File: config.mk
export PLATFORM = sky130hd
export DESIGN_NAME = muldiv_seq
export DESIGN_NICKNAME = d
export VERILOG_FILES = /design/src/rtl/muldiv_seq.sv
export SDC_FILE = /design/constraint.sdc
export NUM_CORES = 1
export LEC_CHECK = 0
export BUFFER_PORTS_ARGS = -buffer_cell sky130_fd_sc_hd__clkbuf_2
export CAP_MARGIN = 10
export CORE_MARGIN = 8
export CORE_UTILIZATION = 40
export CTS_CLUSTER_SIZE = 30
export DETAILED_ROUTE_END_ITERATION = 7
export HOLD_SLACK_MARGIN = 0.12
export SYNTH_ARGS = -nofsm -noshare
export SYNTH_HDL_FRONTEND = slang
export SYNTH_SLANG_ARGS = --single-unit
File: constraint.sdc
create_clock -name clk -period 8.3 [get_ports clk]
set_clock_uncertainty 0.15 [all_clocks]
set_input_delay 0.415 -clock clk [delete_from_list [all_inputs] [get_ports clk]]
set_output_delay 0.415 -clock clk [all_outputs]
set_load 0.02 [all_outputs]
File: src/rtl/muldiv_seq.sv
// Multi-cycle unsigned multiply/divide sequencer sharing one 32-bit adder (shift-add / restoring divide).
// Optional build macro MULDIV_EARLY_OUT_EN: trivial operands finish without entering RUN.

module adder_32 (
  input  logic [31:0] a,
  input  logic [31:0] b,
  input  logic        cin,
  output logic [31:0] sum,
  output logic        cout
);
  assign {cout, sum} = {1'b0, a} + {1'b0, b} + {32'd0, cin};
endmodule

module muldiv_seq #(
  parameter int WIDTH = 32,
  parameter int CNT_W = 5
) (
  input  logic             clk,
  input  logic             rst,
  input  logic             start,
  input  logic             flush,
  input  logic [1:0]       op,
  input  logic [WIDTH-1:0] data1,
  input  logic [WIDTH-1:0] data2,
  output logic             busy,
  output logic             done,
  output logic [WIDTH-1:0] result,
  output logic             div_zero
);

  typedef enum logic [1:0] {
    IDLE = 2'd0,
    RUN  = 2'd1,
    DONE = 2'd2
  } state_t;

  localparam logic [CNT_W-1:0] LAST = CNT_W'(WIDTH - 1);

  state_t           state;
  logic [1:0]       op_r;
  logic [WIDTH-1:0] opnd;
  logic [WIDTH-1:0] hi;
  logic [WIDTH-1:0] lo;
  logic [CNT_W-1:0] cnt;

  logic             is_div;
  logic [WIDTH-1:0] r_shift;
  logic [WIDTH-1:0] add_a;
  logic [WIDTH-1:0] add_b;
  logic             add_cin;
  logic [WIDTH-1:0] sum;
  logic             cout;
  logic [WIDTH-1:0] hi_nxt;
  logic [WIDTH-1:0] lo_nxt;
  logic             early;
  logic [WIDTH-1:0] early_result;

  assign is_div = op_r[1];

  // hi doubles as the partial remainder and lo as the quotient while dividing
  always_comb begin
    r_shift = {hi[WIDTH-2:0], lo[WIDTH-1]};
    if (is_div) begin
      add_a   = r_shift;
      add_b   = ~opnd;
      add_cin = 1'b1;
    end else begin
      add_a   = hi;
      add_b   = opnd;
      add_cin = 1'b0;
    end
  end

  adder_32 u_adder (
    .a    (add_a),
    .b    (add_b),
    .cin  (add_cin),
    .sum  (sum),
    .cout (cout)
  );

  // hi[31] is the bit shifted out of the remainder; when set, r' exceeds any divisor
  always_comb begin
    hi_nxt = hi;
    lo_nxt = lo;
    if (is_div) begin
      if (hi[WIDTH-1] | cout) begin
        hi_nxt = sum;
        lo_nxt = {lo[WIDTH-2:0], 1'b1};
      end else begin
        hi_nxt = r_shift;
        lo_nxt = {lo[WIDTH-2:0], 1'b0};
      end
    end else if (lo[0]) begin
      hi_nxt = {cout, sum[WIDTH-1:1]};
      lo_nxt = {sum[0], lo[WIDTH-1:1]};
    end else begin
      hi_nxt = {1'b0, hi[WIDTH-1:1]};
      lo_nxt = {hi[0], lo[WIDTH-1:1]};
    end
  end

`ifdef MULDIV_EARLY_OUT_EN
  always_comb begin
    early        = op[1] ? (data2 == '0) : ((data1 == '0) || (data2 == '0));
    early_result = op[1] ? (op[0] ? data1 : '1) : '0;
  end
`else
  always_comb begin
    early        = 1'b0;
    early_result = '0;
  end
`endif

  always_ff @(posedge clk or posedge rst) begin
    if (rst) begin
      state    <= IDLE;
      op_r     <= '0;
      opnd     <= '0;
      hi       <= '0;
      lo       <= '0;
      cnt      <= '0;
      busy     <= 1'b0;
      done     <= 1'b0;
      result   <= '0;
      div_zero <= 1'b0;
    end else begin
      case (state)
        IDLE, DONE: begin
          done  <= 1'b0;
          state <= IDLE;
          if (start) begin
            op_r <= op;
            opnd <= op[1] ? data2 : data1;
            hi   <= '0;
            lo   <= op[1] ? data1 : data2;
            cnt  <= '0;
            if (early) begin
              state    <= DONE;
              done     <= 1'b1;
              result   <= early_result;
              div_zero <= op[1];
            end else begin
              state <= RUN;
              busy  <= 1'b1;
            end
          end
        end
        RUN: begin
          if (flush) begin
            state <= IDLE;
            busy  <= 1'b0;
          end else begin
            hi  <= hi_nxt;
            lo  <= lo_nxt;
            cnt <= cnt + CNT_W'(1);
            if (cnt == LAST) begin
              state    <= DONE;
              busy     <= 1'b0;
              done     <= 1'b1;
              result   <= op_r[0] ? hi_nxt : lo_nxt;
              div_zero <= op_r[1] && (opnd == '0);
            end
          end
        end
        default: begin
          state <= IDLE;
          busy  <= 1'b0;
          done  <= 1'b0;
        end
      endcase
    end
  end

endmodule

==> impl_metrics.py, run 1 <==
metrics = {
    "clocking": {
        "cts_resized": 0,
        "numClockSinks": 140,
        "clkSlewWorstSetupHoldPaths_ns": 0.07,
        "clk-insertion-delay-late_ns": 0.43,
        "clock_tree_from_tritoncts": "built",
        "clockBufferDepth": 2,
        "cts_buffers": 17,
        "root_buffer_selected_by_cts": "sky130_fd_sc_hd__clkbuf_16",
        "postCtsSetupRepairBufs": 0,
        "cts_htree_levels": 4,
    },
    "sta": {
        "fin_ws_ns": 3.309,
        "period_share_pct": 60.13,
        "timing.fmax_ghz": 0.2004,
        "fin_setup_tns_ns": 0,
        "drv_slew": 0,
        "final_setup_viols": 0,
        "worst_slew_margin_rel_pct": 34.24,
        "min_period_ns": 4.991,
        "grt_setup_unrepaired": "no",
        "worst_slew_pin_slew_ns": 0.9864,
        "hold_viol_final": 0,
        "fin_hold_ws_ns": 0.1327,
    },
    "synthesis": {
        "synth_top_cell_by_area": "sky130_fd_sc_hd__dfrtp_1",
        "synth-seq-area-share_pct": 33.14,
        "syn_area_per_cell_sq_um": 8.737,
        "synth_warnings": 0,
        "synth.area.mux_share_pct": 14.94,
        "synth.ff_latch_count": 140,
        "synth_most_common_cell": "sky130_fd_sc_hd__nand2_1",
        "synthTopCellsByCount": "sky130_fd_sc_hd__nand2_1, sky130_fd_sc_hd__dfrtp_1, sky130_fd_sc_hd__o21ai_0",
        "synthesis.area_sq_um": 10570,
        "number_of_instances_in_the_synthesized_netlist": 1210,
        "synth-main-ff-cell": "sky130_fd_sc_hd__dfrtp_1",
        "largest_family_of_logic_cells_by_synthesized_area": "compound AO/OA/AOI/OAI gates",
        "synthSimpleGateAreaFrac_pct": 14.95,
        "edff_count_synth": 0,
        "yosys-top-cells-area": "sky130_fd_sc_hd__dfrtp_1, sky130_fd_sc_hd__mux2i_1, sky130_fd_sc_hd__nand2_1, sky130_fd_sc_hd__o21ai_0, sky130_fd_sc_hd__mux2_2",
        "synth_top_cell_area_share_pct": 33.14,
        "synthAdderAreaFrac_pct": 4.095,
        "synth.net_count": 1314,
        "post_synth_num_cell_types": 80,
        "synth_compound_area_share_pct": 21.92,
        "yosys.area_share.xor_xnor_pct": 4.971,
        "synth_async_sr_flop_share_pct": 100.0,
    },
    "route": {
        "firstDrtPassIters": 5,
        "post_drt_via_cell_ratio": 5.906,
        "num_vias": 9426,
        "drt_first_iter_violations": 878,
        "antenna_left": 0,
        "wirelength_um": 33190,
        "drc": 0,
        "avgRoutedWirePerCell_um": 20.80,
    },
    "worst_setup_path": {
        "worstSetupPathType": "register to register",
        "crit_required_ns": 8.42,
        "critPathCaptureType": "register",
        "crit_fanout": 46,
        "crit_arrival_ns": 5.11,
        "setup.worst_path.start_class": "register",
    },
    "finish": {
        "finish.instance_area_sq_um": 11690,
        "area_overhead_vs_synth_pct": 10.53,
        "instances_no_fill": 1596,
        "sequential_cell_area_sq_um": 3507,
        "multi_input_area_sq_um": 6457,
        "filler_cell_count": 2611,
        "post_route_cells_drive_above_1_share_pct": 18.24,
        "diodes": 0,
        "final_nets": 1352,
        "fin_util_pct": 44.97,
    },
    "global_route": {
        "grt_total_ovfl": 0,
        "grt_max_degree": 81,
        "track_usage_pct": 20.95,
        "antenna_violations_before_repair": 0,
        "vias_in_the_first_global_route": 9200,
        "grt_first_pass_wirelength_um": 52680,
    },
    "power": {
        "p_per_area_nw_per_um2": 366.8,
        "seq_power_share_pct": 24.8,
        "internal_power_mw": 2.204,
        "irDropWorstVdd_mv": 0.1457,
        "design_power_total_mw": 4.286,
        "power_frac_clock_pct": 16.8,
        "comb_power_share_pct": 58.3,
        "net_switching_component_of_the_power_mw": 2.083,
        "net_sw_share_pct": 48.59,
        "p_leak_nw": 5.421,
    },
    "floorplan": {
        "dieHeight_um": 178.6,
        "row_count": 59,
        "core_box_area_sq_um": 25980,
        "floorplan.die.width_um": 178.6,
        "die-area_sq_um": 31890,
        "design.portCount": 105,
        "initial_utilization_pct": 40.68,
    },
    "status": {
        "status": "finished clean",
    },
    "placed_design": {
        "place_inst": 1562,
        "numPortBuffers": 104,
        "gp_congestion": 0.9335,
        "hpwlAfterDp_um": 24060,
        "dpl_cell_area_sq_um": 11110,
        "dp_worst_setup_slack_ns": 3.378,
    },
    "job": {
        "drv_cap": 0,
    },
    "hold_path": {
        "worst_hold_path_type": "input port to register",
    },
}
[layout by cell type, fill, tap and decap left out, drive strengths merged, types with 7 or more instances in the layout]
cell type / synthesis / final
ha: 33 / 33
dfrtp: 140 / 140
a211oi: 19 / 19
a31oi: 11 / 11
clkinvlp: 0 / 7
nor2: 64 / 64
o221ai: 25 / 25
xor2: 38 / 38
nand2: 151 / 151
inv: 28 / 33
a21boi: 7 / 7
nor2b: 15 / 15
buf: 25 / 14
a21oi: 83 / 83
o31ai: 14 / 14
nor4: 10 / 10
o21ai: 111 / 111
o211ai: 8 / 8
a31o: 9 / 9
clkbuf: 74 / 122
nor3: 26 / 26
a21o: 20 / 20
nand3: 34 / 34
mux2i: 106 / 106
nand4: 11 / 11
xnor2: 22 / 22
nand2b: 7 / 7
mux2: 44 / 44
[cell type report]
class / instances / area share (%)
clock buffer: 19 / 3.791
tap: 335 / 3.587
multi-input combinational: 942 / 55.26
inverter: 28 / 0.9423
timing repair buffer: 119 / 5.482
clock inverter: 13 / 0.9209
sequential: 140 / 30.01
[state kept, by name (all words and copies together), names as in the netlist]
| register | cells |
|---|---|
| cnt | 5 |
| div_zero | 1 |
| state | 2 |
| busy | 1 |
| done | 1 |
| lo | 32 |
| op_r | 2 |
| opnd | 32 |
| result | 32 |
| hi | 32 |
[what timing repair did]
item	in CTS	in global routing
hold buffers	2	0
hold endpoints to repair	66	0
endpoints found under the setup margin	0	0
[worst max-delay path: stages, from the launching register on]
cell and delay (ns):
sky130_fd_sc_hd__dfrtp_4 0.40, sky130_fd_sc_hd__buf_4 0.48, sky130_fd_sc_hd__buf_4 0.58, sky130_fd_sc_hd__mux2_2 0.41
sky130_fd_sc_hd__ha_1 0.46, sky130_fd_sc_hd__nand3_1 0.15, sky130_fd_sc_hd__or2_2 0.33, sky130_fd_sc_hd__or3_2 0.43
sky130_fd_sc_hd__a21o_4 0.23, sky130_fd_sc_hd__nand2_1 0.09, sky130_fd_sc_hd__buf_4 0.39, sky130_fd_sc_hd__mux2_2 0.39
sky130_fd_sc_hd__a21oi_1 0.19, sky130_fd_sc_hd__o21ai_0 0.10
[logic make-up (layout without fill, tap and decap cells)]
group / count (synthesis) / after routing
adder cells (fa/ha/maj): 34 / 34
AND/OR/NAND/NOR: 341 / 341
buffers and inverters: 128 / 179
multiplexers: 151 / 151
XOR/XNOR: 60 / 60
AO/OA/AOI/OAI: 356 / 356
flip-flops: 140 / 140
[per-layer routing]
metal | vias up | part of all wire [%] | GRT usage, %
met5 | - | 0 | 0
met4 | 0 | 1.8 | 5.753
met3 | 38 | 6.2 | 3.472
met2 | 337 | 43 | 30.59
met1 | 4565 | 49 | 31.15
li1 | 4486 | - | -
[worst paths after layout]
| kind | end | slack (ns) | start | cells past startpoint |
|---|---|---|---|---|
| min in group asynchronous | state[0] | 0.47 | rst | 3 |
| setup reg to reg | hi[11] | 3.31 | op_r[1] | 13 |
| hold reg to reg | done | 0.34 | done | 2 |
| max in group asynchronous | div_zero | 6.09 | rst | 4 |
| hold / removal | opnd[16] | 0.13 | data1[16] | 3 |
| setup / recovery | hi[11] | 3.31 | op_r[1] | 13 |
[power groups by stage]
| stage | combinational, mW | sequential [mW] | clock (mW) |
|---|---|---|---|
| 6_report | 2.50 | 1.06 | 0.721 |
| 5_1_grt | 2.74 | 1.09 | 0.754 |
| 4_1_cts | 2.46 | 1.06 | 0.728 |
| 3_5_place_dp | 2.44 | 1.07 | 0 |
| 3_3_place_gp | 2.45 | 1.07 | 0 |
| 2_1_floorplan | 1.99 | 0.974 | 0 |
Power figures use the tool's default switching activity.
==> run 2: changes to the inputs <==
clock period = 4.4 ns   (was 8.3 ns; I/O delays follow)
==> run 2 against run 1 <==
Sequential share of layout area shrank 2.7 points. Die area unchanged. Combinational power up 100%. Final cell count grew 7.1%. Setup slack got worse by 3.0 ns. Sequential cell count unchanged. Clock power is 100% higher. Maximum frequency increased by 23%.
==> impl_metrics.py, run 2 (same netlist as run 1, synthesis figures left out) <==
metrics = {
    "sta": {
        "drv_slew": 0,
        "grt_setup_unrepaired": "no",
        "worst_slew_pin_slew_ns": 1.243,
        "fin_hold_ws_ns": 0.1530,
        "hold_viol_final": 0,
        "fin_setup_tns_ns": 0,
        "final_setup_viols": 0,
        "period_share_pct": 92.19,
        "timing.fmax_ghz": 0.2465,
        "min_period_ns": 4.056,
        "worst_slew_margin_rel_pct": 16.91,
    },
    "power": {
        "p_per_area_nw_per_um2": 659.5,
        "p_leak_nw": 5.956,
        "comb_power_share_pct": 59.0,
        "power_frac_clock_pct": 17.2,
        "net_sw_share_pct": 47.43,
        "seq_power_share_pct": 23.8,
        "net_switching_component_of_the_power_mw": 4.023,
        "internal_power_mw": 4.459,
        "irDropWorstVdd_mv": 0.3525,
    },
    "worst_setup_path": {
        "setup.worst_path.start_class": "register",
        "crit_fanout": 37,
        "crit_arrival_ns": 4.18,
        "worstSetupPathType": "register to register",
        "critPathCaptureType": "register",
        "crit_required_ns": 4.52,
    },
    "finish": {
        "final_nets": 1466,
        "fin_util_pct": 49.49,
        "diodes": 0,
        "finish.instance_area_sq_um": 12860,
        "post_route_cells_drive_above_1_share_pct": 18.05,
        "area_overhead_vs_synth_pct": 21.66,
        "layout.cells.most_common": "sky130_fd_sc_hd__nand2_1",
        "mostFrequentLayoutCells": "sky130_fd_sc_hd__nand2_1, sky130_fd_sc_hd__dfrtp_1, sky130_fd_sc_hd__o21ai_0",
    },
    "route": {
        "post_drt_via_cell_ratio": 5.810,
        "num_vias": 9930,
        "firstDrtPassIters": 6,
        "avgRoutedWirePerCell_um": 20.51,
        "drc": 0,
        "wirelength_um": 35050,
        "antenna_left": 0,
        "drt_first_iter_violations": 833,
    },
    "hold_path": {
        "worst_hold_path_type": "input port to register",
    },
    "floorplan": {
        "row_count": 59,
        "core_box_area_sq_um": 25980,
        "design.portCount": 105,
        "initial_utilization_pct": 40.68,
        "floorplan.die.width_um": 178.6,
        "dieHeight_um": 178.6,
        "die-area_sq_um": 31890,
    },
    "clocking": {
        "clk-insertion-delay-late_ns": 0.43,
        "cts_htree_levels": 4,
        "cts_buffers": 17,
        "clkSlewWorstSetupHoldPaths_ns": 0.07,
        "root_buffer_selected_by_cts": "sky130_fd_sc_hd__clkbuf_16",
        "numClockSinks": 140,
        "clock_tree_from_tritoncts": "built",
        "clockBufferDepth": 2,
        "postCtsSetupRepairBufs": 0,
    },
    "job": {
        "drv_cap": 0,
    },
    "placed_design": {
        "gp_congestion": 0.9221,
        "numPortBuffers": 104,
        "dpl_cell_area_sq_um": 11280,
        "hpwlAfterDp_um": 24680,
    },
    "global_route": {
        "grt_first_pass_wirelength_um": 55740,
        "antenna_violations_before_repair": 0,
        "vias_in_the_first_global_route": 9905,
        "track_usage_pct": 22.17,
        "grt_max_degree": 79,
        "grt_total_ovfl": 0,
    },
    "status": {
        "status": "finished clean",
    },
}
## run 2: what timing repair did
item,4_1_cts,5_1_grt
setup endpoints to repair,0,1
hold buffers,98,0
resized for setup,0,1
endpoints found under the hold margin,141,0
## run 2: area by class of cell
cell class	instances	area, sq um
Clock buffer	17	425.4
Timing Repair Buffer	233	1774
Inverter	28	110.1
Clock inverter	14	162.7
Tap cell	335	419.2
Sequential cell	140	3507
Multi-Input combinational cell	942	6462
Fill cell	2456	13120
## run 2: power by group through the flow
stage	combinational, mW	clock, mW	sequential (mW)
4_1_cts	4.91	1.48	2.00
5_1_grt	5.46	1.52	2.06
2_1_floorplan	3.76	0	1.84
3_3_place_gp	4.79	0	2.02
3_5_place_dp	4.79	0	2.02
6_report	5.00	1.46	2.02
## run 2: stage by stage
| step | std cells | worst slack, ns | power, mW |
|---|---|---|---|
| 2_1_floorplan | 1210 | 0.1615 | 5.598 |
| 3_3_place_gp | 1580 | 0.4387 | 6.815 |
| 3_5_place_dp | 1580 | 0.4214 | 6.804 |
| 4_1_cts | 1709 | 0.3823 | 8.388 |
| 5_1_grt | 1709 | 0.06679 | 9.040 |
| 6_report | 1709 | 0.3438 | 8.482 |
## run 2: worst paths after layout
check / start / slack [ns] / cells after the start / to
max in group asynchronous: rst / 2.78 / 4 / hi[29]
min in group asynchronous: rst / 0.34 / 3 / busy
worst min-delay path: flush / 0.15 / 5 / cnt[4]
worst max-delay path: op_r[1] / 0.34 / 13 / result[14]
worst min register to register: busy / 0.33 / 2 / busy
worst max register to register: op_r[1] / 0.34 / 13 / result[14]
## run 2: worst max-delay path, cell delays in order, from the launching register on
cell	delay [ns]
sky130_fd_sc_hd__dfrtp_4	0.44
sky130_fd_sc_hd__buf_4	0.39
sky130_fd_sc_hd__mux2i_1	0.20
sky130_fd_sc_hd__fa_1	0.49
sky130_fd_sc_hd__nand2b_1	0.20
sky130_fd_sc_hd__a21oi_1	0.24
sky130_fd_sc_hd__o21ai_0	0.19
sky130_fd_sc_hd__a211o_1	0.34
sky130_fd_sc_hd__a21o_4	0.26
sky130_fd_sc_hd__nand2_1	0.11
sky130_fd_sc_hd__buf_12	0.21
sky130_fd_sc_hd__mux2_2	0.35
sky130_fd_sc_hd__a21oi_1	0.22
sky130_fd_sc_hd__o21ai_0	0.10
## run 2: routing by layer
metal	share of wire (%)	up-vias	track usage (%)	wire length [um]
li1	-	4720	-	-
met1	47	4825	31.63	16520
met5	0	-	0	0
met2	44	338	33.46	15500
met3	6.3	47	3.831	2199
met4	2.4	0	7.027	833
==> run 3: changes to the inputs <==
CORE_UTILIZATION = 62   (was 40)
PLACE_DENSITY = 0.83   (was unset)
clock period = 5.01 ns   (was 4.4 ns; I/O delays follow)
==> run 3 against run 2 <==
The run now ends with design-rule violations left. Sequential share of layout area increased by 0.71 points. First-iteration DRC count increased by 100%. Sequential cell count did not move. Largest cell class unchanged.
==> impl_metrics.py, run 3 (same netlist as run 1, synthesis figures left out) <==
metrics = {
    "status": {
        "status": "finished with violations",
        "failed_checks": "design-rule violations",
    },
    "finish": {
        "area_overhead_vs_synth_pct": 18.57,
        "diodes": 0,
        "post_route_cells_drive_above_1_share_pct": 17.39,
        "instances_no_fill": 1577,
        "mostFrequentLayoutCells": "sky130_fd_sc_hd__nand2_1, sky130_fd_sc_hd__dfrtp_1, sky130_fd_sc_hd__o21ai_0",
        "filler_cell_count": 984,
        "final_nets": 1448,
        "layout.cells.most_common": "sky130_fd_sc_hd__nand2_1",
    },
    "power": {
        "p_per_area_nw_per_um2": 594.6,
        "design_power_total_mw": 7.453,
        "net_sw_share_pct": 49.11,
        "seq_power_share_pct": 24.7,
        "net_switching_component_of_the_power_mw": 3.661,
        "internal_power_mw": 3.792,
        "comb_power_share_pct": 57.7,
        "irDropWorstVdd_mv": 0.3474,
        "power_frac_clock_pct": 17.6,
        "p_leak_nw": 5.868,
    },
    "sta": {
        "timing.fmax_ghz": 0.2199,
        "fin_setup_tns_ns": 0,
        "min_period_ns": 4.548,
        "worst_slew_pin_slew_ns": 1.307,
        "hold_viol_final": 0,
        "grt_setup_unrepaired": "no",
        "final_setup_viols": 0,
        "drv_slew": 0,
        "worst_slew_margin_rel_pct": 12.67,
        "period_share_pct": 90.79,
    },
    "global_route": {
        "grt_max_degree": 98,
        "grt_first_pass_wirelength_um": 62410,
        "grt_total_ovfl": 0,
        "vias_in_the_first_global_route": 11073,
        "antenna_violations_before_repair": 2,
        "track_usage_pct": 36.46,
    },
    "route": {
        "drt_first_iter_violations": 1706,
        "firstDrtPassIters": 8,
        "antenna_left": 0,
        "avgRoutedWirePerCell_um": 25.28,
        "drc": 14,
        "wirelength_um": 39870,
        "num_vias": 11238,
        "post_drt_via_cell_ratio": 7.126,
    },
    "floorplan": {
        "die-area_sq_um": 21490,
        "floorplan.die.width_um": 146.6,
        "core_box_area_sq_um": 16640,
        "dieHeight_um": 146.6,
        "row_count": 47,
        "initial_utilization_pct": 63.52,
        "design.portCount": 105,
    },
    "worst_setup_path": {
        "setup.worst_path.start_class": "register",
        "critPathBufInv": 2,
        "crit_fanout": 42,
        "cpMostUsedCell": "sky130_fd_sc_hd__buf_4",
        "timing.critical_path.max_delay_family": "simple AND/OR/NAND/NOR gates",
        "crit_required_ns": 5.10,
        "chain_of_cells_forming_the_critical_path": "buf_4 -> xor2_1 -> ha_1 -> nand3_2 -> or2_2 -> or3_2 -> a21o_4 -> nand2_1 -> buf_4 -> mux2_2 -> a21oi_1 -> o21ai_0",
        "critPathSlowestCell": "sky130_fd_sc_hd__dfrtp_4",
        "crit_arrival_ns": 4.64,
        "worstSetupPathType": "register to register",
        "cpPeakStageDelay_ns": 0.81,
        "critPathCaptureType": "register",
    },
    "clocking": {
        "cts_buffers": 17,
        "numClockSinks": 140,
        "root_buffer_selected_by_cts": "sky130_fd_sc_hd__clkbuf_16",
        "clockBufferDepth": 2,
        "cts_htree_levels": 4,
        "clock_tree_from_tritoncts": "built",
        "clkSlewWorstSetupHoldPaths_ns": 0.07,
        "clk-insertion-delay-late_ns": 0.44,
        "postCtsSetupRepairBufs": 0,
    },
    "placed_design": {
        "hpwlAfterDp_um": 23000,
        "place_inst": 1453,
        "numPortBuffers": 104,
        "gp_congestion": 1.001,
    },
    "job": {
        "drv_cap": 0,
    },
    "hold_path": {
        "worst_hold_path_type": "input port to register",
    },
}
## run 3: layout make-up
class / instances / area [sq um] / share of cell area, %
clock inverters: 14 / 148.9 / 1.188
inverters: 28 / 110.1 / 0.8784
well taps: 220 / 275.3 / 2.196
flip-flops and latches: 140 / 3507 / 27.98
clock buffers: 18 / 439.2 / 3.504
multi-input cells: 942 / 6455 / 51.50
repair buffers: 215 / 1599 / 12.76
## run 3: stage by stage
stage,worst slack (ns),hold slack [ns],instance area (sq um),utilization (%)
after floorplan,0.7715,0.2173,10570,-
after global placement,0.7663,0.3124,11030,66.25
after detailed placement,0.6733,0.3168,11030,66.25
after CTS,0.6448,0.1200,12530,75.32
after global routing,0.09019,0.1505,12530,75.32
final,0.4617,0.1338,12530,75.32
## run 3: power by group through the flow
stage               clock (mW)  sequential, mW  combinational, mW
finish                    1.31            1.84               4.30
global route              1.34            1.85               4.63
CTS                       1.29            1.78               4.07
detailed placement           0            1.79               3.96
global placement             0            1.79               3.88
floorplan                    0            1.61               3.30
## run 3: worst paths after layout
kind,startpoint,to,slack (ns),cells past startpoint
max in group asynchronous,rst,result[21],3.11,4
worst max-delay path,op_r[1],result[14],0.46,12
worst max register to register,op_r[1],result[14],0.46,12
worst min register to register,result[0],result[0],0.34,2
min in group asynchronous,rst,cnt[0],0.41,3
worst min-delay path,data1[1],lo[1],0.13,5
## run 3: per-layer routing
metal / vias to the layer above / part of all wire [%] / GRT usage (%)
li1: 4694 / - / -
met1: 5183 / 37 / 44.40
met2: 1046 / 43 / 55.60
met3: 311 / 13 / 12.42
met4: 4 / 6.9 / 20.35
met5: - / 0.065 / 0
## run 3: worst reg2reg max path, cell delays in order (launching register included)
cell and delay [ns]:
sky130_fd_sc_hd__dfrtp_4 0.81, sky130_fd_sc_hd__buf_4 0.36, sky130_fd_sc_hd__xor2_1 0.45, sky130_fd_sc_hd__ha_1 0.34
sky130_fd_sc_hd__nand3_2 0.15, sky130_fd_sc_hd__or2_2 0.32, sky130_fd_sc_hd__or3_2 0.42, sky130_fd_sc_hd__a21o_4 0.22
sky130_fd_sc_hd__nand2_1 0.09, sky130_fd_sc_hd__buf_4 0.23, sky130_fd_sc_hd__mux2_2 0.35, sky130_fd_sc_hd__a21oi_1 0.27
sky130_fd_sc_hd__o21ai_0 0.19
## run 3: timing repair
action,4_1_cts,5_1_grt
hold buffers,92,0
resized for setup,0,0
endpoints found under the hold margin,155,0
